File: src/rtl/map_renderer_pkg.sv
// bomberman_pkg: shared geometry, colour constants and pixel type for the map renderer.
package bomberman_pkg;
  localparam int TILE_LOG2  = 5;
  localparam int MAP_COLS   = 20;
  localparam int MAP_ROWS   = 15;
  localparam int MAP_BITS   = MAP_COLS * MAP_ROWS;
  localparam int H_ACTIVE   = 640;
  localparam int V_ACTIVE   = 480;
  localparam int BLINK_BITS = 5;
  localparam logic [23:0] COL_BG     = 24'h00A000;
  localparam logic [23:0] COL_WALL   = 24'h808080;
  localparam logic [23:0] COL_EDGE   = 24'h404040;
  localparam logic [23:0] COL_PLAYER = 24'hFFFFFF;
  localparam logic [23:0] COL_OVER   = 24'hFF0000;
  localparam logic [23:0] COL_BLACK  = 24'h000000;
  typedef struct packed {
    logic [7:0] r;
    logic [7:0] g;
    logic [7:0] b;
  } rgb_t;
endpackage

File: src/rtl/map_renderer_if.sv
// map_renderer_if: VGA timing, game state and RGB signals between game logic and renderer.
interface map_renderer_if;
  import bomberman_pkg::*;
  logic [9:0]          DrawX;
  logic [9:0]          DrawY;
  logic                de;
  logic                VS;
  logic [MAP_BITS-1:0] map_1d;
  logic [9:0]          playerX;
  logic [9:0]          playerY;
  logic                over;
  logic [7:0]          Red;
  logic [7:0]          Green;
  logic [7:0]          Blue;
  logic                de_out;
  modport master (output DrawX, DrawY, de, VS, map_1d, playerX, playerY, over,
                  input  Red, Green, Blue, de_out);
  modport slave  (input  DrawX, DrawY, de, VS, map_1d, playerX, playerY, over,
                  output Red, Green, Blue, de_out);
endinterface

File: src/rtl/map_renderer_tile_addr.sv
// tile_addr: maps a screen pixel to its tile index, in-tile offsets and visibility.
module tile_addr
  import bomberman_pkg::*;
(
  input  logic [9:0]           x,
  input  logic [9:0]           y,
  output logic [8:0]           idx,
  output logic [TILE_LOG2-1:0] ox,
  output logic [TILE_LOG2-1:0] oy,
  output logic                 in_view
);
  logic [8:0] col, row;
  assign col = 9'(x[9:TILE_LOG2]);
  assign row = 9'(y[9:TILE_LOG2]);
  // row*20 without a multiplier
  assign idx = (row << 4) + (row << 2) + col;
  assign ox = x[TILE_LOG2-1:0];
  assign oy = y[TILE_LOG2-1:0];
  assign in_view = (x < 10'(H_ACTIVE)) && (y < 10'(V_ACTIVE));
endmodule

File: src/rtl/map_renderer.sv
// map_renderer: per-frame game-state snapshot and 2-stage tile/colour pixel pipeline.
module map_renderer
  import bomberman_pkg::*;
(
  input logic           Clk,
  input logic           Reset_n,
  map_renderer_if.slave bus
);
  logic                  vs_q, over_s, frame_start, overlay_on;
  logic [MAP_BITS-1:0]   map_s;
  logic [9:0]            px_s, py_s;
  logic [BLINK_BITS-1:0] blink_cnt;
  logic [8:0]            idx, idx_q;
  logic [TILE_LOG2-1:0]  ox, oy, ox_q, oy_q;
  logic                  in_view, in_view_q, de_q, de_o, hit, hit_q, wall, tile_edge;
  logic [10:0]           dx, dy;
  rgb_t                  pix, pix_q;
  tile_addr u_tile (.x(bus.DrawX), .y(bus.DrawY), .idx, .ox, .oy, .in_view);
  assign frame_start = vs_q & ~bus.VS;
  assign overlay_on  = over_s & ~blink_cnt[BLINK_BITS-1];
  always_comb begin
    // 11-bit wrap makes pixels left of/above the sprite compare large
    dx = {1'b0, bus.DrawX} - {1'b0, px_s};
    dy = {1'b0, bus.DrawY} - {1'b0, py_s};
    hit = (dx < 11'(1 << TILE_LOG2)) && (dy < 11'(1 << TILE_LOG2));
    wall = in_view_q && map_s[idx_q];
    tile_edge = (ox_q == '0) || (ox_q == '1) || (oy_q == '0) || (oy_q == '1);
    pix = !in_view_q ? rgb_t'(COL_BLACK)  :
          overlay_on ? rgb_t'(COL_OVER)   :
          hit_q      ? rgb_t'(COL_PLAYER) :
          wall       ? (tile_edge ? rgb_t'(COL_EDGE) : rgb_t'(COL_WALL)) :
                       rgb_t'(COL_BG);
  end
  always_ff @(posedge Clk) begin
    if (!Reset_n) begin
      vs_q      <= 1'b1;
      map_s     <= '0;
      px_s      <= '0;
      py_s      <= '0;
      over_s    <= 1'b0;
      blink_cnt <= '0;
      idx_q     <= '0;
      ox_q      <= '0;
      oy_q      <= '0;
      in_view_q <= 1'b0;
      hit_q     <= 1'b0;
      de_q      <= 1'b0;
      pix_q     <= '0;
      de_o      <= 1'b0;
    end else begin
      vs_q <= bus.VS;
      if (frame_start) begin
        map_s     <= bus.map_1d;
        px_s      <= bus.playerX;
        py_s      <= bus.playerY;
        over_s    <= bus.over;
        blink_cnt <= over_s ? blink_cnt + 1'b1 : '0;
      end
      idx_q     <= idx;
      ox_q      <= ox;
      oy_q      <= oy;
      in_view_q <= in_view;
      hit_q     <= hit;
      de_q      <= bus.de;
      pix_q     <= pix;
      de_o      <= de_q;
    end
  end
  assign bus.Red    = pix_q.r;
  assign bus.Green  = pix_q.g;
  assign bus.Blue   = pix_q.b;
  assign bus.de_out = de_o;
endmodule

File: src/flat_wrapper.sv
// flat-port wrapper written by rule: the top's interface ports become plain ports
module map_renderer_flat import bomberman_pkg::*;
  (Clk, Reset_n, bus_DrawX, bus_DrawY, bus_de, bus_VS, bus_map_1d, bus_playerX, bus_playerY, bus_over, bus_Red, bus_Green, bus_Blue, bus_de_out);
  map_renderer_if bus_i ();
  input logic Clk;
  input logic Reset_n;
  input wire logic [$bits(bus_i.DrawX)-1:0] bus_DrawX;
  input wire logic [$bits(bus_i.DrawY)-1:0] bus_DrawY;
  input wire logic [$bits(bus_i.de)-1:0] bus_de;
  input wire logic [$bits(bus_i.VS)-1:0] bus_VS;
  input wire logic [$bits(bus_i.map_1d)-1:0] bus_map_1d;
  input wire logic [$bits(bus_i.playerX)-1:0] bus_playerX;
  input wire logic [$bits(bus_i.playerY)-1:0] bus_playerY;
  input wire logic [$bits(bus_i.over)-1:0] bus_over;
  output wire logic [$bits(bus_i.Red)-1:0] bus_Red;
  output wire logic [$bits(bus_i.Green)-1:0] bus_Green;
  output wire logic [$bits(bus_i.Blue)-1:0] bus_Blue;
  output wire logic [$bits(bus_i.de_out)-1:0] bus_de_out;
  assign bus_i.DrawX = bus_DrawX;
  assign bus_i.DrawY = bus_DrawY;
  assign bus_i.de = bus_de;
  assign bus_i.VS = bus_VS;
  assign bus_i.map_1d = bus_map_1d;
  assign bus_i.playerX = bus_playerX;
  assign bus_i.playerY = bus_playerY;
  assign bus_i.over = bus_over;
  assign bus_Red = bus_i.Red;
  assign bus_Green = bus_i.Green;
  assign bus_Blue = bus_i.Blue;
  assign bus_de_out = bus_i.de_out;
  map_renderer u_core (.Clk(Clk), .Reset_n(Reset_n), .bus(bus_i));
endmodule
File: config.mk
export PLATFORM = sky130hd
export DESIGN_NAME = map_renderer_flat
export DESIGN_NICKNAME = d
export VERILOG_FILES = /design/src/rtl/map_renderer_pkg.sv /design/src/rtl/map_renderer_if.sv /design/src/rtl/map_renderer_tile_addr.sv /design/src/rtl/map_renderer.sv /design/src/flat_wrapper.sv
export SDC_FILE = /design/constraint.sdc
export NUM_CORES = 1
export LEC_CHECK = 0
export BUFFER_PORTS_ARGS = -buffer_cell sky130_fd_sc_hd__buf_2
export CAP_MARGIN = 20
export CORE_MARGIN = 4
export CORE_UTILIZATION = 49
export DETAILED_ROUTE_END_ITERATION = 8
export HOLD_SLACK_MARGIN = 0.03
export PLACE_DENSITY_LB_ADDON = 0.1
export SYNTH_ARGS = -nofsm -noshare
export SYNTH_HDL_FRONTEND = slang
export SYNTH_HIERARCHICAL = 1
export SYNTH_SLANG_ARGS = --single-unit
export TNS_END_PERCENT = 10
File: constraint.sdc
create_clock -name Clk -period 2.65 [get_ports Clk]
set_clock_uncertainty 0.2 [all_clocks]
set_input_delay 0.53 -clock Clk [delete_from_list [all_inputs] [get_ports Clk]]
set_output_delay 0.53 -clock Clk [all_outputs]
set_load 0.005 [all_outputs]
# Yosys cells after proc, flatten, opt, wreduce, memory -nomap -nowiden
# Cells that the tools add are included.
[totals]
reg_bits = 374
input_bits = 345
out_inout_bits = 25
wordCells = 51
[classes]
add_sub_neg = 5
magnitude_cmp = 5
n_eq_ne = 2
mux = 7
bitwise = 6
n_reduce_logical = 10
[op_table]
columns = ["operator", "count"]
rows = [
  ["$mux W24", 4],
  ["$lt A11 B6 Y1 const B", 2],
  ["$sub A10 B10 Y11", 2],
  ["$eq A5 B5 Y1 const B", 2],
  ["$logic_not A5 Y1", 2],
  ["$lt A10 B10 Y1 const B", 1],
  ["$lt A10 B9 Y1 const B", 1],
  ["$lt A9 B10 Y1 const B", 1],
  ["$add A9 B5 Y9", 1],
  ["$add A9 B7 Y9", 1],
  ["$bmux W1 S9", 1],
  ["$add A5 B1 Y5 const B", 1],
  ["$mux W5", 1],
  ["$not A1 Y1", 4],
  ["$logic_and A1 B1 Y1", 3],
  ["$logic_or A1 B1 Y1", 3],
  ["$reduce_or A3 Y1", 1],
  ["$and A1 B1 Y1", 2],
  ["$reduce_and A2 Y1", 1],
  ["$mux W1", 1],
]

# Longest topological paths before layout
# Gate-level depths: netlist of the first run.
[logic_depth]
word_depth = 8
mapped_depth = 12
ltp_nobuf = 9

# Modules after synthesis
# Netlist of the first run, hierarchy kept.
[by_module_without_submodules]
columns = ["mod", "n_inst", "cells_each", "area_each_um2"]
rows = [
  ["map_renderer", 1, 1793, 16034.1],
  ["tile_addr", 1, 49, 396.6],
]

# Least setup slack after synthesis of the first run
# Ideal clock, no wire load.
[synth_path]
path_type = "register to register"
from = "register u_core.idx_q[0]"
to = "register u_core.pix_q, in the netlist u_core/bus.Red[7]"
setup_time_ps = 116
arrival_time_ps = 2539
required_ps = 2334
slack_ps = -206
stages_incl_launch_ff = 12
path_cell_list = "dfxtp_1 > buf_6 > buf_6 > buf_2 > mux4_2 > o22ai_1 > nor3_1 > a311oi_1 > nand3_1 > a31oi_1 > nor3_1 > a31o_2"
[synth_via]
elab_chain_cells = 6
[synth_lines]
columns = ["item", "line", "text"]
rows = [
  ["start: declaration", "map_renderer.sv:13", "logic [8:0] idx, idx_q;"],
  ["start signal: assignment", "map_renderer.sv:59", "idx_q <= idx;"],
  ["$bmux W1 S9", "map_renderer.sv:26", "wall = in_view_q && map_s[idx_q];"],
  ["$mux W1 (implied by the code)", "map_renderer.sv:26", ""],
  ["$logic_and A1 B1 Y1", "map_renderer.sv:26", ""],
  ["$mux W24", "map_renderer.sv:31", "wall ? (tile_edge ? rgb_t'(COL_EDGE) : rgb_t'(COL_WALL)) :"],
  ["$mux W24", "map_renderer.sv:30", "hit_q ? rgb_t'(COL_PLAYER) :"],
  ["$mux W24", "map_renderer.sv:29", "overlay_on ? rgb_t'(COL_OVER) :"],
  ["end signal: assignment", "map_renderer.sv:65", "pix_q <= pix;"],
  ["end: declaration", "map_renderer.sv:17", "rgb_t pix, pix_q;"],
]
# No other way between the ends. The select of a mux whose other input is x is not followed.
# A chain may end at the register's enable or synchronous reset.

# Final worst setup path of the first run
# Same ends and word-level chain as after synthesis.

==> impl_metrics.tcl, run 1 <==
set metrics [dict create \
    cts_root_buf "clkbuf_16" \
    slew_viol_final 0 \
    cp.required_ns 2.86 \
    drc 0 \
    via_per_inst 5.213 \
    clockBufferDepth 3 \
    yosysSeqAreaShare_pct 43.62 \
    p_int_mw 9.822 \
    finalHoldViolCount 0 \
    drt_iter0_drc 894 \
    grt_pass1_wl_mm 71.81 \
    hold_end "u_core/oy_q[2]$_SDFF_PN0_" \
    drt-pass1-iter-count 5 \
    ios 370 \
    pwr-share-clk_pct 41.1 \
    ys_warn_count 6 \
    insertion_delay_ns 0.52 \
    rsz0062_at_grt "yes" \
    grt_antenna_before_repair 1 \
    total_power_mw 13.14 \
    seqPwrFrac_pct 44.9 \
    row_count 66 \
    vias 13740 \
    place_ws_ns -0.4091 \
    hold_depth 2 \
    r2r.worst_path.cells 10 \
    hpwl_mm 34.63 \
    min_from "bus_DrawY[2]" \
    period_share_pct 110.6 \
    synth_edf_count 0 \
    setup_viol 6 \
    synthToLayoutAreaGrowth_pct 23.71 \
    worstSetupEndpointType "flip-flop" \
    syn_area_per_cell_um2 8.920 \
    r2r_slack_ns -0.28 \
    power.density_nw_per_um2 646.3 \
    cap_violations 0 \
    worstMarginPinSlew_ns 0.6247 \
    p_comb_share_pct 14.0 \
    coreArea_um2 32780 \
    fp.dieW_um 191.1 \
    syn-num-nets 2217 \
    cp-start-kind "flip-flop" \
    grt-ovfl-total 0 \
    drive_above_1_share_pct 27.69 \
    ir_drop_mv 0.3450 \
    async_reset_ff_share_pct 0 \
    grt_max_degree 168 \
    cts_tree "built" \
    start_util_pct 50.12 \
    netlist_area_um2 16430 \
    ys_dominant_reg_cell "dfxtp_1" \
    reg2reg_to "u_core/bus.Red[7]$_SDFF_PN0_" \
    crit_type "reg2reg" \
    grt_pass1_vias 13590 \
    fmax_mhz 341.1 \
    cts.sinks 358 \
    place.gp.congestion 0.8622 \
    finalCriticalPeriod_ns 2.932 \
    hold_path_class "in2reg" \
    grt_usage_pct 24.56 \
    cts_max_level 2 \
    clk_pin_slew_ns 0.06 \
    setup_ws_ns -0.2816 \
    synthCells 1842 \
    final_common_cell "nand2_1" \
    fp.dieH_um 191.1 \
    p_leak_nw 8.364 \
    dieArea_um2 36520 \
    max_slew_margin_pct 58.35 \
    final_nets 2539 \
    crit_arrival_ns 3.14 \
    worstReg2RegStart "u_core/idx_q[0]$_SDFF_PN0_" \
    p_switching_mw 3.315 \
    switching_share_pct 25.24 \
    wirelength_mm 46.71 \
    detail-route-antenna-nets 0 \
    ys_ff_latch 358 \
    final_cell_mix "nand2_1, buf_2, dfxtp_1" \
    status "complete, but fails checks" \
    numCtsBuffers 39 \
    crit_fanout 8 \
    wl_per_cell_um 17.73 \
    io_buffers 369 \
    violations "negative setup slack" \
    synth_cell_type_count 62 \
]
-- state kept, by name, indices dropped and copies added, names as in the netlist, 3 cells and up --
name	cells
u_core/map_s	300
u_core/px_s	10
u_core/py_s	10
u_core/idx_q	9
u_core/blink_cnt	5
u_core/ox_q	5
u_core/oy_q	5
u_core/bus.Green	4
u_core/bus.Red	3
-- power groups by stage --
| stage | sequential, mW | clock, mW | combinational (mW) |
|---|---|---|---|
| after global routing | 5.92 | 5.73 | 2.03 |
| after CTS | 5.89 | 5.51 | 1.84 |
| final | 5.90 | 5.40 | 1.84 |
| after detailed placement | 6.01 | 0 | 1.78 |
| after global placement | 6.01 | 0 | 1.74 |
| after floorplan | 5.91 | 0 | 1.10 |
-- synth_stat cells (4+ instances only) --
master	count	area, µm²
nor3_1	9	45.04
o21ai_0	9	45.04
a2111oi_0	4	35.03
nor2_1	20	75.07
buf_2	10	50.05
mux2_2	4	45.04
a21oi_1	12	60.06
ha_1	28	350.3
and2_1	24	150.1
buf_4	32	240.2
o211ai_1	4	30.03
dfxtp_1	358	7167
a211oi_1	4	30.03
nand4_1	6	37.54
nand2b_1	7	43.79
inv_1	28	105.1
nand3_1	6	30.03
a31oi_1	6	37.54
a21boi_0	321	2410
mux4_2	73	1644
nand4b_1	4	35.03
nor2b_1	6	37.54
nand2_1	660	2477
mux2i_1	13	130.1
clkbuf_1	117	439.2
a21o_1	5	37.54
o22ai_1	12	75.07
xor2_1	8	70.07
-- through the flow --
step	instance area [µm²]	hold slack, ns	utilization (%)	TNS, ns	instances
6_report	20330	0.04686	62.00	-1.496	2635
2_1_floorplan	16460	0.2119	-	-0.05314	1842
4_1_cts	20290	0.03060	61.90	-1.499	2634
3_5_place_dp	18860	0.2535	57.54	-2.170	2557
5_1_grt	20330	0.04186	62.00	-1.828	2635
3_3_place_gp	18860	0.2485	57.54	-1.838	2557
-- critical path, stage by stage (launching register included) --
cell and delay, ns:
dfxtp_4 0.38, buf_12 0.16, bufbuf_16 0.27, mux4_2 0.48, o22ai_1 0.19, nor3_1 0.08
a311oi_1 0.29, nand3_2 0.20, a31oi_4 0.23, nor3_1 0.09, a31o_2 0.22
-- cells by family (layout without fill, tap and decap cells) --
group                    after synthesis  in the layout  share of synthesized area [%]
other                                  0              1                              0
flip-flops                           358            358                          43.62
AO/OA/AOI/OAI                        398            398                          17.98
multiplexers                          92             92                          11.39
buffers and inverters                193            543                          5.353
XOR/XNOR                              11             11                         0.5864
AND/OR/NAND/NOR                      760            760                          18.69
adder cells (fa/ha/maj)               30             30                          2.376
-- worst max-delay path by stage --
stage | startpoint | endpoint | slack (ns) | cells after the start
floorplan | u_core/idx_q[0]$_SDFF_PN0_ | u_core/bus.Red[7]$_SDFF_PN0_ | -0.04 | 9
global placement | u_core/idx_q[0]$_SDFF_PN0_ | u_core/bus.Red[7]$_SDFF_PN0_ | -0.36 | 8
detailed placement | u_core/idx_q[0]$_SDFF_PN0_ | u_core/bus.Red[7]$_SDFF_PN0_ | -0.41 | 8
CTS | u_core/idx_q[0]$_SDFF_PN0_ | u_core/bus.Red[7]$_SDFF_PN0_ | -0.28 | 9
global route | u_core/idx_q[0]$_SDFF_PN0_ | u_core/bus.Green[7]$_SDFF_PP0_ | -0.33 | 9
finish | u_core/idx_q[0]$_SDFF_PN0_ | u_core/bus.Red[7]$_SDFF_PN0_ | -0.28 | 10
-- what timing repair did --
item                       4_1_cts  5_1_grt
buffers inserted                 4        0
setup endpoints to repair        6        7
hold endpoints to repair         3        0
resized for setup                7        8
pin swaps                        4        3
cloned                           1        0
hold buffers                     3        0
-- cell type report --
class,instances,area (µm²)
fill,2933,12460
multi-input combinational,1291,8469
sequential,358,7179
timing repair buffer,446,2733
clock buffer,58,1201
tap,442,553.0
inverter,28,105.1
clock inverter,11,83.83
antenna,1,2.502
-- layer usage --
layer / routed length, µm / track usage, % / part of all wire [%]
met1: 20620 / 33.52 / 44
met2: 22190 / 41.29 / 48
met3: 2837 / 3.561 / 6.1
met4: 1054 / 6.298 / 2.3
met5: 0 / 0 / 0
No activity file was read; power rests on OpenSTA's default activity.
==> run 2: changes to the inputs <==
--- a/config.mk
+++ b/config.mk
@@ -5,13 +5,16 @@
 export SDC_FILE = /design/constraint.sdc
 export NUM_CORES = 1
 export LEC_CHECK = 0
+export ABC_AREA = 1
 export BUFFER_PORTS_ARGS = -buffer_cell sky130_fd_sc_hd__buf_2
 export CAP_MARGIN = 20
 export CORE_MARGIN = 4
 export CORE_UTILIZATION = 49
+export CTS_CLUSTER_DIAMETER = 60
 export DETAILED_ROUTE_END_ITERATION = 8
 export HOLD_SLACK_MARGIN = 0.03
 export PLACE_DENSITY_LB_ADDON = 0.1
+export RECOVER_POWER = 100
 export SYNTH_ARGS = -nofsm -noshare
 export SYNTH_HDL_FRONTEND = slang
 export SYNTH_HIERARCHICAL = 1
==> impl_metrics.tcl, run 2 <==
set metrics [dict create \
    ir_drop_mv 0.4640 \
    coreArea_um2 32700 \
    detail-route-antenna-nets 0 \
    fmax_mhz 398.4 \
    wl_per_cell_um 15.74 \
    start_util_pct 49.86 \
    timing.hold.ws_ns 0.05427 \
    setup_ws_ns 0.1399 \
    switching_share_pct 26.47 \
    top_register "u_core/map_s" \
    yosysSeqAreaShare_pct 43.95 \
    fp.dieH_um 190.4 \
    setup_tns_ns 0 \
    synthCells 2302 \
    grt-ovfl-total 0 \
    drc 0 \
    synth_edf_count 0 \
    postLayoutCoreUtil_pct 59.88 \
    crit_fanout 3 \
    row_count 66 \
    final_cell_mix "o21ai_0, nor2_1, dfxtp_1" \
    synth_top_area_share_pct 43.95 \
    grt_pass1_wl_mm 75.51 \
    numCtsBuffers 40 \
    hold_path_class "in2reg" \
    fp.dieW_um 190.4 \
    p_int_mw 10.01 \
    place_ws_ns 0.1546 \
    ios 370 \
    syn_area_per_cell_um2 7.083 \
    largest_reg_flops 300 \
    p_comb_share_pct 15.5 \
    r2r_slack_ns 0.21 \
    synth.top_cells.by_area "dfxtp_1, o21ai_0, nor2_1" \
    insertion_delay_ns 0.52 \
    p_switching_mw 3.603 \
    slew_viol_final 0 \
    drive_above_1_share_pct 17.85 \
    hpwl_mm 34.04 \
    cp-start-kind "input port" \
    p_leak_nw 8.882 \
    via_per_inst 5.162 \
    ys_warn_count 6 \
    grt_pass1_vias 14850 \
    cap_violations 0 \
    grt_antenna_before_repair 2 \
    io_buffers 369 \
    cts_root_buf "clkbuf_16" \
    clockBufferDepth 3 \
    grt_max_degree 123 \
    netlist_area_um2 16310 \
    ys_dominant_reg_cell "dfxtp_1" \
    rsz0062_at_grt "no" \
    worstSetupEndpointType "flip-flop" \
    cts_tree "built" \
    grt_usage_pct 25.32 \
    drt-pass1-iter-count 7 \
    wirelength_mm 47.89 \
    finalCriticalPeriod_ns 2.510 \
    place.gp.congestion 0.8618 \
    crit_arrival_ns 2.75 \
    period_share_pct 94.72 \
    vias 15700 \
    final_nets 2945 \
    pwr-share-clk_pct 40.7 \
    worstMarginPinSlew_ns 1.378 \
    synthToLayoutAreaGrowth_pct 20.08 \
    ys_ff_latch 358 \
    setup_viol 0 \
    synth_area_leader_cell "dfxtp_1" \
    power.density_nw_per_um2 695.2 \
    cts.sinks 358 \
    drt_iter0_drc 1058 \
    crit_type "in2reg" \
    fillCellCount 3202 \
    dieArea_um2 36260 \
    status "complete, no violations" \
    cp.required_ns 2.89 \
    async_reset_ff_share_pct 0 \
    finalHoldViolCount 0 \
    clk_pin_slew_ns 0.06 \
    cts_max_level 2 \
    seqPwrFrac_pct 43.8 \
    syn-num-nets 2677 \
    top_regs "u_core/map_s (300), u_core/px_s (10), u_core/py_s (10)" \
    synthTopCellsByCount "nor2_1, o21ai_0, dfxtp_1" \
    synth_cell_type_count 38 \
    max_slew_margin_pct 8.133 \
]
## run 2: cell types whose count changed after synthesis, moves of 44 or more
cell / change
a21boi_0: -320
o21ai_0: +394
a21oi_1: +205
mux4_2: -73
inv_1: +194
nand3_1: +104
nand2_1: -413
o211ai_1: +44
nor2_1: +383
## run 2: layout make-up
type	count	area, µm²	share of cell area (%)
clock inverters	11	137.6	0.7029
repair buffers	422	2364	12.07
well taps	442	553.0	2.824
multi-input cells	1523	7306	37.31
clock buffers	60	1197	6.115
inverters	225	844.6	4.313
diodes	1	2.502	0.01278
flip-flops and latches	358	7176	36.65
## run 2: per-stage QoR
step / instance area, µm² / power, mW / std cells
after CTS: 19700 / 13.75 / 3041
final: 19580 / 13.61 / 3042
after detailed placement: 18250 / 8.181 / 2959
after global routing: 19580 / 14.28 / 3041
after floorplan: 16310 / 7.405 / 2302
after global placement: 18250 / 8.132 / 2959
## run 2: power groups by stage
stage / logic, mW / registers [mW] / clock network, mW
after CTS: 2.13 / 5.96 / 5.66
after global routing: 2.40 / 6.00 / 5.88
final: 2.11 / 5.96 / 5.54
after floorplan: 1.38 / 6.02 / 0
after detailed placement: 2.10 / 6.08 / 0
after global placement: 2.07 / 6.06 / 0
## run 2: kinds of logic after synthesis
| kind of cell | synth area share [%] |
|---|---|
| flops | 43.95 |
| fa+ha+maj | 2.394 |
| xor+xnor | 0.6446 |
| compound gates | 22.47 |
| simple gates | 19.19 |
| buf+inv | 11.35 |
## run 2: per-layer routing
metal,GRT usage [%],part of all wire [%]
met3,3.570,6.3
met4,6.934,2.4
met2,41.28,46
met5,0,0.056
met1,35.42,45
## run 2: final timing paths
kind / from / to / depth (start not counted)
setup / recovery: bus_DrawY[4] / u_core/hit_q$_SDFF_PN0_ / 12
hold / removal: bus_VS / u_core/vs_q$_SDFF_PN1_ / 3
setup reg to reg: u_core/vs_q$_SDFF_PN1_ / u_core/map_s[108]$_SDFFE_PN0P_ / 5
hold reg to reg: u_core/de_q$_SDFF_PN0_ / u_core/bus.de_out$_SDFF_PN0_ / 2
## run 2: what timing repair did
action,4_1_cts,5_1_grt
endpoints found under the setup margin,0,1
resized for setup,0,2
hold buffers,11,0
hold endpoints to repair,11,0
buffers inserted,0,0
## run 2: critical path, cell delays in order
cell,delay [ns]
dlygate4sd3_1,0.54
clkbuf_1,0.12
ha_1,0.34
a21o_1,0.22
a31oi_2,0.20
nand2_1,0.11
a21oi_2,0.17
xor2_1,0.16
nand4_1,0.10
nor2_1,0.09
nand4_1,0.08
nor2_1,0.10
==> run 3: changes to the inputs <==
--- a/config.mk
+++ b/config.mk
@@ -6,9 +6,8 @@
 export NUM_CORES = 1
 export LEC_CHECK = 0
 export ABC_AREA = 1
-export BUFFER_PORTS_ARGS = -buffer_cell sky130_fd_sc_hd__buf_2
+export BUFFER_PORTS_ARGS = -buffer_cell sky130_fd_sc_hd__clkbuf_2
 export CAP_MARGIN = 20
-export CORE_MARGIN = 4
 export CORE_UTILIZATION = 49
 export CTS_CLUSTER_DIAMETER = 60
 export DETAILED_ROUTE_END_ITERATION = 8
==> impl_metrics.tcl, run 3 (synthesis results as in run 2) <==
set metrics [dict create \
    status "complete, no violations" \
    p_comb_share_pct 15.4 \
    r2r.worst_path.cells 13 \
    start_util_pct 49.99 \
    worstSetupEndpointType "flip-flop" \
    drc 0 \
    io_buffers 369 \
    crit_fanout 69 \
    slew_viol_final 0 \
    clk_pin_slew_ns 0.06 \
    cap_violations 0 \
    wirelength_mm 46.21 \
    cts.sinks 358 \
    fmax_mhz 400.1 \
    p_leak_nw 9.032 \
    finalCriticalPeriod_ns 2.500 \
    reg2reg_to "u_core/bus.Green[7]$_SDFF_PP0_" \
    grt_max_degree 108 \
    finalHoldViolCount 0 \
    setup_viol 0 \
    postLayoutCoreUtil_pct 60.49 \
    cts_max_level 2 \
    power.density_nw_per_um2 699.3 \
    fillCellCount 3065 \
    ir_drop_mv 0.4592 \
    drive_above_1_share_pct 18.38 \
    hold_path_class "in2reg" \
    cp-start-kind "input port" \
    fp.dieH_um 184.4 \
    ios 370 \
    drt-pass1-iter-count 5 \
    largest_reg_flops 300 \
    critPathBufInv 4 \
    hold_end "u_core/map_s[192]$_SDFFE_PN0P_" \
    switching_share_pct 26.25 \
    final_cell_mix "o21ai_0, nor2_1, clkbuf_2" \
    numCtsBuffers 38 \
    period_share_pct 94.33 \
    synthToLayoutAreaGrowth_pct 21.00 \
    hold_depth 3 \
    crit_type "in2reg" \
    p_switching_mw 3.623 \
    fp.dieW_um 184.4 \
    place.gp.congestion 0.8657 \
    top_regs "u_core/map_s (300), u_core/px_s (10), u_core/py_s (10)" \
    r2r_slack_ns 0.21 \
    wl_per_cell_um 15.18 \
    grt_pass1_wl_mm 71.45 \
    grt_pass1_vias 13970 \
    drt_iter0_drc 1025 \
    timing.hold.ws_ns 0.04566 \
    p_int_mw 10.18 \
    grt_usage_pct 26.55 \
    seqPwrFrac_pct 43.2 \
    detail-route-antenna-nets 0 \
    grt_antenna_before_repair 2 \
    cp_num_cells 7 \
    final_nets 2945 \
    crit_arrival_ns 2.74 \
    cp_top_family "buffers and inverters" \
    critPathMaxStageDelay_ns 0.66 \
    row_count 66 \
    clockBufferDepth 3 \
    coreArea_um2 32620 \
    path_cells "dlygate4sd3_1 > clkbuf_2 > inv_1 > nand2_2 > clkbuf_4 > o21ai_0 > a21oi_1" \
    insertion_delay_ns 0.53 \
    worstMarginPinSlew_ns 1.390 \
    cts_root_buf "clkbuf_16" \
    top_register "u_core/map_s" \
    min_from "bus_map_1d[192]" \
    cpMaxStageDelayCell "clkbuf_4" \
    dieArea_um2 34010 \
    max_slew_margin_pct 7.307 \
    setup_tns_ns 0 \
    hpwl_mm 32.19 \
    cts_tree "built" \
    cp.required_ns 2.89 \
    via_per_inst 5.152 \
    grt-ovfl-total 0 \
    rsz0062_at_grt "no" \
    vias 15680 \
    worstReg2RegStart "u_core/idx_q[0]$_SDFF_PN0_" \
    pwr-share-clk_pct 41.4 \
]
run 3: cell types whose count changed in the layout (fill, tap and decap cells not counted), sizes merged:
cell,previous run,this run
inv,224,225
buf,383,36
clkbuf,88,431
bufinv,3,5
dlygate4sd3,11,13
diode,1,2
run 3: worst reg2reg max path, cell delays in order, from the launching register on:
cell and delay [ns]:
dfxtp_2 0.37, buf_12 0.23, buf_4 0.34, o21ai_0 0.13, o22ai_1 0.23, nand2_1 0.07
nand3_1 0.09, nand3_1 0.10, nand3_1 0.10, nand3_1 0.11, nand2_2 0.16, nand3_1 0.09
nand2_1 0.06, nand2_1 0.04
run 3: how the worst max path moves through the flow:
stage / to / from / slack (ns)
2_1_floorplan: u_core/idx_q[7]$_SDFF_PN0_ / bus_DrawY[5] / 0.46
3_3_place_gp: u_core/idx_q[7]$_SDFF_PN0_ / bus_DrawY[5] / 0.21
3_5_place_dp: u_core/hit_q$_SDFF_PN0_ / bus_DrawY[4] / 0.13
4_1_cts: u_core/hit_q$_SDFF_PN0_ / bus_DrawY[4] / 0.11
5_1_grt: u_core/bus.Red[7]$_SDFF_PN0_ / u_core/idx_q[0]$_SDFF_PN0_ / 0.03
6_report: u_core/map_s[158]$_SDFFE_PN0P_ / bus_VS / 0.15
run 3: through the flow:
stage               power (mW)  instances  worst slack [ns]  instance area, µm²
finish                   13.80       3044            0.1503               19730
global route             14.45       3043           0.03322               19730
floorplan                7.405       2302            0.4604               16310
detailed placement       8.181       2959            0.1282               18290
global placement         8.138       2959            0.2127               18290
CTS                      13.91       3042            0.1125               19790
run 3: timing repair:
item                       4_1_cts  5_1_grt
setup endpoints to repair        0        1
hold endpoints to repair        13        0
hold buffers                    13        0
gates resized for setup          0        3
buffers inserted                 0        0
run 3: power by group through the flow:
stage	Combinational (mW)	Sequential [mW]	Clock (mW)
final	2.12	5.96	5.72
after global routing	2.39	6.00	6.06
after CTS	2.13	5.96	5.82
after detailed placement	2.10	6.08	0
after global placement	2.07	6.06	0
after floorplan	1.38	6.02	0
run 3: metal layers:
layer  routed length [µm]  vias up  global-route usage, %
li1                     -     8035                      -
met1                20730     7058                  36.22
met2                20910      504                  42.17
met3                 3183       85                  3.972
met4                 1387        0                  10.23
met5                    0        -                      0
run 3: cell type report:
type	count	area (µm²)	area share, %
clock buffers	56	1172	5.942
diodes	2	5.005	0.02537
well taps	442	553.0	2.803
multi-input cells	1523	7310	37.05
inverters	225	849.6	4.306
clock inverters	14	203.9	1.034
repair buffers	424	2464	12.49
flip-flops and latches	358	7173	36.36
